<file path="src/rtl/ltpi_smbus_arb_pkg.sv">
// Shared types and defaults for the LTPI SMBus channel arbiter.
// Holds the sequencer state encoding and the default timing constants.
package ltpi_smbus_arb_pkg;

    typedef enum logic [1:0] {
        IDLE    = 2'd0,
        GRANT   = 2'd1,
        ACTIVE  = 2'd2,
        RELEASE = 2'd3
    } arb_state_e;

    localparam int DEF_BUS_FREE_CYCLES = 16;
    localparam int DEF_TIMEOUT_CYCLES  = 4096;

endpackage

</file>
<file path="src/rtl/ltpi_rr_select.sv">
// Combinational round-robin pick: first set request bit at or above rr_ptr,
// wrapping to the lowest set bit when nothing at or above the pointer is pending.
module ltpi_rr_select #(
    parameter int NUM_REQ = 4
) (
    input  logic [NUM_REQ-1:0]         req,
    input  logic [$clog2(NUM_REQ)-1:0] rr_ptr,
    output logic [NUM_REQ-1:0]         sel_onehot,
    output logic [$clog2(NUM_REQ)-1:0] sel_idx,
    output logic                       any_valid
);

    localparam int IDX_W = $clog2(NUM_REQ);

    logic [NUM_REQ-1:0] upper_req;
    logic [NUM_REQ-1:0] pick_req;

    for (genvar gi = 0; gi < NUM_REQ; gi++) begin : g_upper
        assign upper_req[gi] = req[gi] & (IDX_W'(gi) >= rr_ptr);
    end

    // Requests at or above the pointer take priority; otherwise wrap around.
    assign pick_req  = (|upper_req) ? upper_req : req;
    assign any_valid = |req;

    always_comb begin
        sel_idx = '0;
        for (int i = NUM_REQ - 1; i >= 0; i--) begin
            if (pick_req[i]) begin
                sel_idx = IDX_W'(i);
            end
        end
    end

    assign sel_onehot = any_valid ? (NUM_REQ'(1) << sel_idx) : '0;

endmodule

</file>
<file path="src/rtl/ltpi_smbus_channel_arbiter.sv">
// Round-robin arbiter/sequencer sharing one LTPI SMBus relay engine among NUM_REQ requesters.
// Optional watchdog abort is built when LTPI_SMBUS_ARB_TIMEOUT_EN is defined.
module ltpi_smbus_channel_arbiter
    import ltpi_smbus_arb_pkg::*;
#(
    parameter int NUM_REQ         = 4,
    parameter int BUS_FREE_CYCLES = DEF_BUS_FREE_CYCLES,
    parameter int TIMEOUT_CYCLES  = DEF_TIMEOUT_CYCLES
) (
    input  logic                       clk,
    input  logic                       reset,
    input  logic [NUM_REQ-1:0]         req,
    output logic [NUM_REQ-1:0]         grant,
    output logic [$clog2(NUM_REQ)-1:0] grant_id,
    output logic                       eng_start,
    input  logic                       eng_done,
    output logic                       eng_abort,
    output logic                       timeout_err,
    output logic                       busy
);

    localparam int IDX_W = $clog2(NUM_REQ);
    localparam int BF_W  = $clog2(BUS_FREE_CYCLES + 1);
    localparam logic [BF_W-1:0]  BF_LAST  = BF_W'(BUS_FREE_CYCLES - 1);
    localparam logic [IDX_W-1:0] IDX_LAST = IDX_W'(NUM_REQ - 1);

    if (NUM_REQ < 2 || NUM_REQ > 8) begin : g_bad_num_req
        $error("NUM_REQ must be in 2..8");
    end
    if (BUS_FREE_CYCLES < 1) begin : g_bad_bus_free
        $error("BUS_FREE_CYCLES must be at least 1");
    end
    if (TIMEOUT_CYCLES < 2) begin : g_bad_timeout
        $error("TIMEOUT_CYCLES must be at least 2");
    end

    arb_state_e         state_q, state_d;
    logic [NUM_REQ-1:0] grant_q, grant_d;
    logic [IDX_W-1:0]   grant_id_q, grant_id_d;
    logic [IDX_W-1:0]   rr_ptr_q, rr_ptr_d;
    logic [BF_W-1:0]    bf_cnt_q, bf_cnt_d;
    logic               eng_start_q, eng_start_d;
    logic               busy_q, busy_d;
    logic               timeout_hit;

    logic [NUM_REQ-1:0] sel_onehot;
    logic [IDX_W-1:0]   sel_idx;
    logic               sel_valid;

    ltpi_rr_select #(
        .NUM_REQ (NUM_REQ)
    ) u_rr_select (
        .req        (req),
        .rr_ptr     (rr_ptr_q),
        .sel_onehot (sel_onehot),
        .sel_idx    (sel_idx),
        .any_valid  (sel_valid)
    );

    always_comb begin
        state_d    = state_q;
        grant_d    = grant_q;
        grant_id_d = grant_id_q;
        rr_ptr_d   = rr_ptr_q;
        bf_cnt_d   = bf_cnt_q;
        case (state_q)
            IDLE: begin
                if (sel_valid) begin
                    grant_d    = sel_onehot;
                    grant_id_d = sel_idx;
                    state_d    = GRANT;
                end
            end
            GRANT: begin
                state_d = ACTIVE;
            end
            ACTIVE: begin
                // Grant drops on the same edge that sees completion or timeout.
                if (eng_done || timeout_hit) begin
                    state_d  = RELEASE;
                    grant_d  = '0;
                    bf_cnt_d = '0;
                    rr_ptr_d = (grant_id_q == IDX_LAST) ? '0 : grant_id_q + 1'b1;
                end
            end
            RELEASE: begin
                if (bf_cnt_q == BF_LAST) begin
                    state_d = IDLE;
                end else begin
                    bf_cnt_d = bf_cnt_q + 1'b1;
                end
            end
            default: begin
                state_d = IDLE;
            end
        endcase
        eng_start_d = (state_q == GRANT);
        busy_d      = (state_d != IDLE);
    end

    always_ff @(posedge clk or posedge reset) begin
        if (reset) begin
            state_q     <= IDLE;
            grant_q     <= '0;
            grant_id_q  <= '0;
            rr_ptr_q    <= '0;
            bf_cnt_q    <= '0;
            eng_start_q <= 1'b0;
            busy_q      <= 1'b0;
        end else begin
            state_q     <= state_d;
            grant_q     <= grant_d;
            grant_id_q  <= grant_id_d;
            rr_ptr_q    <= rr_ptr_d;
            bf_cnt_q    <= bf_cnt_d;
            eng_start_q <= eng_start_d;
            busy_q      <= busy_d;
        end
    end

`ifdef LTPI_SMBUS_ARB_TIMEOUT_EN
    localparam int TO_W = $clog2(TIMEOUT_CYCLES + 1);
    localparam logic [TO_W-1:0] TO_LAST = TO_W'(TIMEOUT_CYCLES - 1);
    localparam logic [TO_W-1:0] TO_MAX  = TO_W'(TIMEOUT_CYCLES);

    logic [TO_W-1:0] to_cnt_q, to_cnt_d;
    logic            eng_abort_q, eng_abort_d;

    // Counts ACTIVE cycles already elapsed; the TIMEOUT_CYCLES-th cycle fires the abort.
    always_comb begin
        to_cnt_d = to_cnt_q;
        if (state_q == GRANT) begin
            to_cnt_d = '0;
        end else if (state_q == ACTIVE && to_cnt_q != TO_MAX) begin
            to_cnt_d = to_cnt_q + 1'b1;
        end
    end

    assign timeout_hit = (state_q == ACTIVE) && (to_cnt_q == TO_LAST);
    assign eng_abort_d = timeout_hit && !eng_done;

    always_ff @(posedge clk or posedge reset) begin
        if (reset) begin
            to_cnt_q    <= '0;
            eng_abort_q <= 1'b0;
        end else begin
            to_cnt_q    <= to_cnt_d;
            eng_abort_q <= eng_abort_d;
        end
    end

    assign eng_abort   = eng_abort_q;
    assign timeout_err = eng_abort_q;
`else
    assign timeout_hit = 1'b0;
    assign eng_abort   = 1'b0;
    assign timeout_err = 1'b0;
`endif

    assign grant     = grant_q;
    assign grant_id  = grant_id_q;
    assign eng_start = eng_start_q;
    assign busy      = busy_q;

endmodule
</file>
<file path="config.mk">
export PLATFORM = sky130hd
export DESIGN_NAME = ltpi_smbus_channel_arbiter
export DESIGN_NICKNAME = d
export VERILOG_FILES = /design/src/rtl/ltpi_smbus_arb_pkg.sv /design/src/rtl/ltpi_rr_select.sv /design/src/rtl/ltpi_smbus_channel_arbiter.sv
export SDC_FILE = /design/constraint.sdc
export NUM_CORES = 1
export LEC_CHECK = 0
export ABC_AREA = 0
export ABC_CLOCK_PERIOD_IN_PS = 2600
export BUFFER_PORTS_ARGS = -buffer_cell sky130_fd_sc_hd__buf_2
export CELL_PAD_IN_SITES_DETAIL_PLACEMENT = 0
export CELL_PAD_IN_SITES_GLOBAL_PLACEMENT = 1
export CORE_AREA = 2 2 49 51
export CTS_CLUSTER_DIAMETER = 100
export DETAILED_ROUTE_END_ITERATION = 8
export DIE_AREA = 0 0 51 53
export PLACE_DENSITY_LB_ADDON = 0.1
export SKIP_LAST_GASP = 1
export SLEW_MARGIN = 20
export SYNTH_ARGS = -nofsm -noshare
export SYNTH_HDL_FRONTEND = slang
export SYNTH_SLANG_ARGS = --single-unit
</file>
<file path="constraint.sdc">
create_clock -name clk -period 2.6 [get_ports clk]
set_input_delay 0.26 -clock clk [delete_from_list [all_inputs] [get_ports clk]]
set_output_delay 0.26 -clock clk [all_outputs]
set_load 0.005 [all_outputs]
</file>
==> reports/metrics.cfg, run 1 <==
[route]
ant_nets = 0
dr.first_iter.drc_count = 6
drt_pre_antenna_iters = 3
num_vias = 664
wl_per_cell_um = 13.2
drc = 0
wl_mm = 1.72
post_drt_via_cell_ratio = 5.07

[critical_path]
crit_path_max_fanout = 7
cp_slowest_cell = dfrtp_1
worstPathArrival_ns = 2.07
crit_top_cell = ha_1
worstPathRequired_ns = 2.79
path_cells = ha_1 -> and3_1 -> ha_1 -> nor2b_1 -> nand3_1 -> xnor2_1 -> and2_1
path_class = flip-flop to flip-flop
end_kind = flip-flop
critical_path.startpoint_type = flip-flop
cp_slowest_stage_delay_ns = 0.43

[global_routing]
grt_pass1_vias = 650
grt_pass1_wl_mm = 2.94
grt_usage_pct = 15.4
antenna_found_initial = 0
grt_max_degree = 18
grt_overflow_total = 0

[cts]
cts_tree = built
cts_buffers = 3
root_buffer = clkbuf_4
hold_buffers = 0
cts.path.max_buffers = 2
clkTransAtPathRegs_ns = 0.10
cts.repair.resized = 0
cts_setup_buffers = 0
cts.htree.levels = 1
cts.sinks = 17
clk_latency_ns = 0.29

[final_layout]
fill_cells = 226
diodes = 0
finalNonFillerCells = 131
fin_nets = 114
layout-drive-gt1-share_pct = 20.4
layout_common_cells = dfrtp_1, buf_2, nand2_1
syn_to_final_growth_pct = 11.9
final_common_cell = dfrtp_1

[sta]
drv_slew = 0
min_period_over_period_pct = 72.1
setup_tns_ns = 0
finalSetupViolations = 0
maxSlewHeadroom_pct = 52.7
worst_pin_slew_ns = 0.708
fmaxAchievable_mhz = 533
hold_viol = 0
period_needed_ns = 1.88
holdWs_ns = 0.0418
rsz0062_at_grt = no
skew_ns = 0.00158

[floorplan]
die_w_um = 51
start_util_pct = 40.9
dieArea_um2 = 2700
rows = 17
ios = 17
core_area_um2 = 2150
die_y_um = 53

[synth]
avgSynthCellArea_um2 = 10.0
synth_edf_count = 0
synthFlopType = dfrtp_1
ys_seq_elements = 17
netlist_instances = 88
yosys_warnings = 0
seq_area_frac_synth_pct = 48.4
synth.distinct_cells = 27
async_flop_share_pct = 100
synth_area_um2 = 880

[hold_path]
hold_path_class = input pin to async pin

[outcome]
status = finished, final reports clean

[place]
io_buffers = 14
place_inst = 127
hpwl_mm = 1.23
place_congestion = 0.674

[job]
max_cap_viol_count = 0

[power_and_ir_drop]
p_leak_nw = 0.467
power_density_nw_per_um2 = 885
ir_drop_v = 0.000504

[synthesized netlist by cell type, drive strengths merged (2+ instances only)]
library cell	instances	area [µm²]
a21oi	3	15.0
a22o	4	35.0
and3	2	12.5
buf	3	26.3
dfrtp	17	425
ha	3	37.5
inv	4	15.0
nand2	10	37.5
nand2b	3	18.8
nand3	7	35.0
nor2	4	15.0
nor2b	3	18.8
o21ai	8	40.0
o31ai	5	37.5
[path summary, 6_finish.rpt]
| kind | depth (start not counted) | to | slack, ns | from |
|---|---|---|---|---|
| min in group clk | 3 | busy | 0.36 | req[1] |
| max | 7 | bf_cnt_q[3] | 0.72 | bf_cnt_q[0] |
| min | 2 | eng_start | 0.04 | reset |
| max reg2reg | 7 | bf_cnt_q[3] | 0.72 | bf_cnt_q[0] |
| min reg2reg | 2 | grant[1] | 0.50 | grant[1] |
| max in group asynchronous | 2 | state_q[0] | 2.14 | reset |
[metrics by stage]
| step | worst slack, ns | power (mW) | instance area (µm²) | utilization, % |
|---|---|---|---|---|
| after floorplan | 0.874 | 0.641 | 883 | - |
| after global placement | 0.783 | 0.727 | 958 | 44.6 |
| after detailed placement | 0.752 | 0.732 | 958 | 44.6 |
| after CTS | 0.720 | 0.884 | 985 | 45.8 |
| after global routing | 0.633 | 0.956 | 985 | 45.8 |
| final | 0.725 | 0.871 | 985 | 45.8 |
[kinds of logic (layout without fill, tap and decap cells)]
family	Yosys count	count (layout)	share of synthesized area (%)
DFF	17	17	48.4
muxes	2	2	2.42
and+or+nand+nor	34	34	19.8
buffers and inverters	8	22	5.12
other	1	2	0.426
xor gates and xnor gates	1	1	0.996
adders and majority gates	3	3	4.27
AOI/OAI and AO/OA	22	22	18.6
[sequential cells by signal (all words and copies together) (netlist names)]
signal / count
bf_cnt_q: 5
grant: 4
grant_id: 2
rr_ptr_q: 2
state_q: 2
busy: 1
eng_start: 1
[metal layers]
metal / share of wire (%) / up-vias / GRT usage [%]
li1: - / 341 / -
met1: 47 / 308 / 16.7
met2: 47 / 11 / 27.3
met3: 4.1 / 4 / 5.08
met4: 1.6 / 0 / 6.76
met5: 0 / - / 0
[final cells by class]
class                   instances  area, µm²  share of cell area, %
flip-flops and latches         17        425                   43.2
multi-input cells              64        413                   41.9
repair buffers                 14       70.1                   7.12
well taps                      28       35.0                   3.56
clock buffers                   4       26.3                   2.67
inverters                       4       15.0                   1.52
[worst max-delay path, delay by kind of cell, from the launching register on]
| kind | cells | cell delay, ns |
|---|---|---|
| xor gates and xnor gates | 1 | 0.14 |
| adders and majority gates | 2 | 0.48 |
| DFF | 1 | 0.43 |
| and+or+nand+nor | 4 | 0.71 |
[where the power goes]
part           internal, mW  total, mW  switching (mW)
clock                0.0598      0.145          0.0856
sequential            0.339      0.423          0.0837
combinational         0.156      0.303           0.147
Note: power is estimated with default switching activity, not from simulation.
==> inputs of run 2 (changes only) <==
ABC_AREA = 1   (was 0)
ABC_CLOCK_PERIOD_IN_PS = 1780   (was 2600)
CORE_AREA = 2 2 53 55   (was 2 2 49 51)
DIE_AREA = 0 0 55 57   (was 0 0 51 53)
clock period = 1.78 ns   (was 2.6 ns; I/O delays follow)
==> run 2 against run 1 <==
Against the previous run: clock-buffer cell count decreased by 1; critical endpoint is now bf_cnt_q[4]; highest routed layer unchanged; cell count increased by 24%; maximum frequency increased by 19%; register-to-register slack got worse by 0.53 ns; critical path depth increased by 2.
==> reports/metrics.cfg, run 2 <==
[outcome]
status = finished, final reports clean

[cts]
clkTransAtPathRegs_ns = 0.10
cts.path.max_buffers = 2
root_buffer = clkbuf_4
clk_latency_ns = 0.29
cts.sinks = 17
cts_tree = built
cts_buffers = 3
cts.htree.levels = 1

[synth]
synth_most_common_cell = nand2_1
synth_area_um2 = 977
synth_edf_count = 0
synth_mux_area_share_pct = 0
synth_top_area_share_pct = 43.5
ys_seq_elements = 17
synthFlopType = dfrtp_1
yosys.area.top_type = dfrtp_1
yosys-top-cells-count = nand2_1, dfrtp_1, inv_1, nand3_1
synth-xor-area-share_pct = 0
synth_compound_area_share_pct = 9.35
async_flop_share_pct = 100
avgSynthCellArea_um2 = 8.80
synth.top_cells.by_area = dfrtp_1, nand2_1, inv_1
seq_area_frac_synth_pct = 43.5
synth.distinct_cells = 28
synth-simple-area-share_pct = 34.3
synth_top_family_by_area = simple AND/OR/NAND/NOR gates
yosys.area_share.adder_pct = 3.84
netlist_instances = 111
yosys_warnings = 0

[sta]
finalSetupViolations = 0
maxSlewHeadroom_pct = 55.2
fmaxAchievable_mhz = 633
worst_pin_slew_ns = 0.672
min_period_over_period_pct = 88.8
period_needed_ns = 1.58
setup_tns_ns = 0
skew_ns = 0.000152
rsz0062_at_grt = no
hold_viol = 0
drv_slew = 0

[final_layout]
final_util_pct = 43.5
layout-drive-gt1-share_pct = 34.4
fin_nets = 142
final_common_cell = nand2_1
layout_common_cells = nand2_1, dfrtp_1, buf_2
syn_to_final_growth_pct = 16.4
regMostFlops = bf_cnt_q
largest_reg_flops = 5
diodes = 0

[critical_path]
worstPathRequired_ns = 1.97
cp_slowest_stage_delay_ns = 0.42
critical_path.startpoint_type = flip-flop
path_class = flip-flop to flip-flop
path_cells = ha_1 -> inv_1 -> nor3_2 -> ha_1 -> inv_1 -> nand3_2 -> inv_2 -> nor2_4 -> o41ai_2
end_kind = flip-flop
cp_slowest_cell = dfrtp_1
crit_path_max_fanout = 7
worstPathArrival_ns = 1.77
r2r_cells = 9

[floorplan]
rows = 19
ios = 17
die_w_um = 55
start_util_pct = 37.4
core_area_um2 = 2620
dieArea_um2 = 3140
die_y_um = 57

[global_routing]
grt_overflow_total = 0
grt_pass1_vias = 726
grt_pass1_wl_mm = 3.01
grt_max_degree = 18
antenna_found_initial = 0
grt_usage_pct = 13.5

[hold_path]
hold_path_class = input pin to flip-flop
holdPathStages = 4

[route]
post_drt_via_cell_ratio = 4.70
num_vias = 762
wl_mm = 1.82
drc = 0
ant_nets = 0
dr.first_iter.drc_count = 13
drt_pre_antenna_iters = 4
wl_per_cell_um = 11.2

[place]
place_congestion = 0.784
hpwl_mm = 1.44
io_buffers = 14

[power_and_ir_drop]
p_leak_nw = 0.581
power_density_nw_per_um2 = 1470
power.total_mw = 1.68
ir_drop_v = 0.000676

[job]
max_cap_viol_count = 0

[run 2: final cells by class]
cell class,instances,area (µm²)
clock buffers,3,22.5
clock inverters,1,5.00
fillers,269,1480
inverters,17,68.8
multi-input cells,76,482
flip-flops and latches,17,425
well taps,31,38.8
repair buffers,17,95.1
[run 2: where the power goes]
group | leakage [nW] | internal (mW) | switching, mW
logic | 0.347 | 0.315 | 0.475
clock network | 0.0177 | 0.0834 | 0.126
registers | 0.217 | 0.535 | 0.141
total | 0.581 | 0.934 | 0.742
[run 2: critical path, delay by kind of cell (launching register included)]
family / cells / cell delay (ns)
AO/OA/AOI/OAI: 1 / 0.19
buffers and inverters: 3 / 0.27
flip-flops: 1 / 0.42
AND/OR/NAND/NOR: 3 / 0.21
adder cells (fa/ha/maj): 2 / 0.39
[run 2: path summary, 6_finish.rpt]
| path | from | end | slack [ns] |
|---|---|---|---|
| min in group asynchronous | reset | eng_start | 0.51 |
| min reg2reg | bf_cnt_q[2] | bf_cnt_q[2] | 0.48 |
| min | eng_done | bf_cnt_q[2] | 0.21 |
| max reg2reg | bf_cnt_q[0] | bf_cnt_q[4] | 0.20 |
| max | bf_cnt_q[0] | bf_cnt_q[4] | 0.20 |
| max in group asynchronous | reset | state_q[0] | 0.84 |
[run 2: timing repair]
action	CTS	global route
gates resized for setup	0	2
setup buffers	0	2
endpoints found under the hold margin	17	0
hold buffers	1	0
setup endpoints to repair	0	6
[run 2: cells by family after synthesis]
family	Yosys count
AOI/OAI and AO/OA	12
adders and majority gates	3
buffers and inverters	19
DFF	17
other	1
and+or+nand+nor	59
[run 2: stage by stage]
step                      area (µm²)  hold slack [ns]  worst slack [ns]  std cells
after floorplan                  981            0.104             0.296        112
after global placement          1070            0.302             0.208        155
after detailed placement        1070            0.305            0.0998        155
after CTS                       1110            0.208            0.0717        160
after global routing            1140            0.226            0.0319        162
final                           1140            0.214             0.200        162
[run 2: routing by layer]
| layer | up-vias | share of wire [%] | track usage, % |
|---|---|---|---|
| li1 | 393 | - | - |
| met1 | 359 | 46 | 16.2 |
| met2 | 8 | 50 | 22.3 |
| met3 | 2 | 2.8 | 3.14 |
| met4 | 0 | 0.88 | 6.27 |
| met5 | - | 0 | 0 |
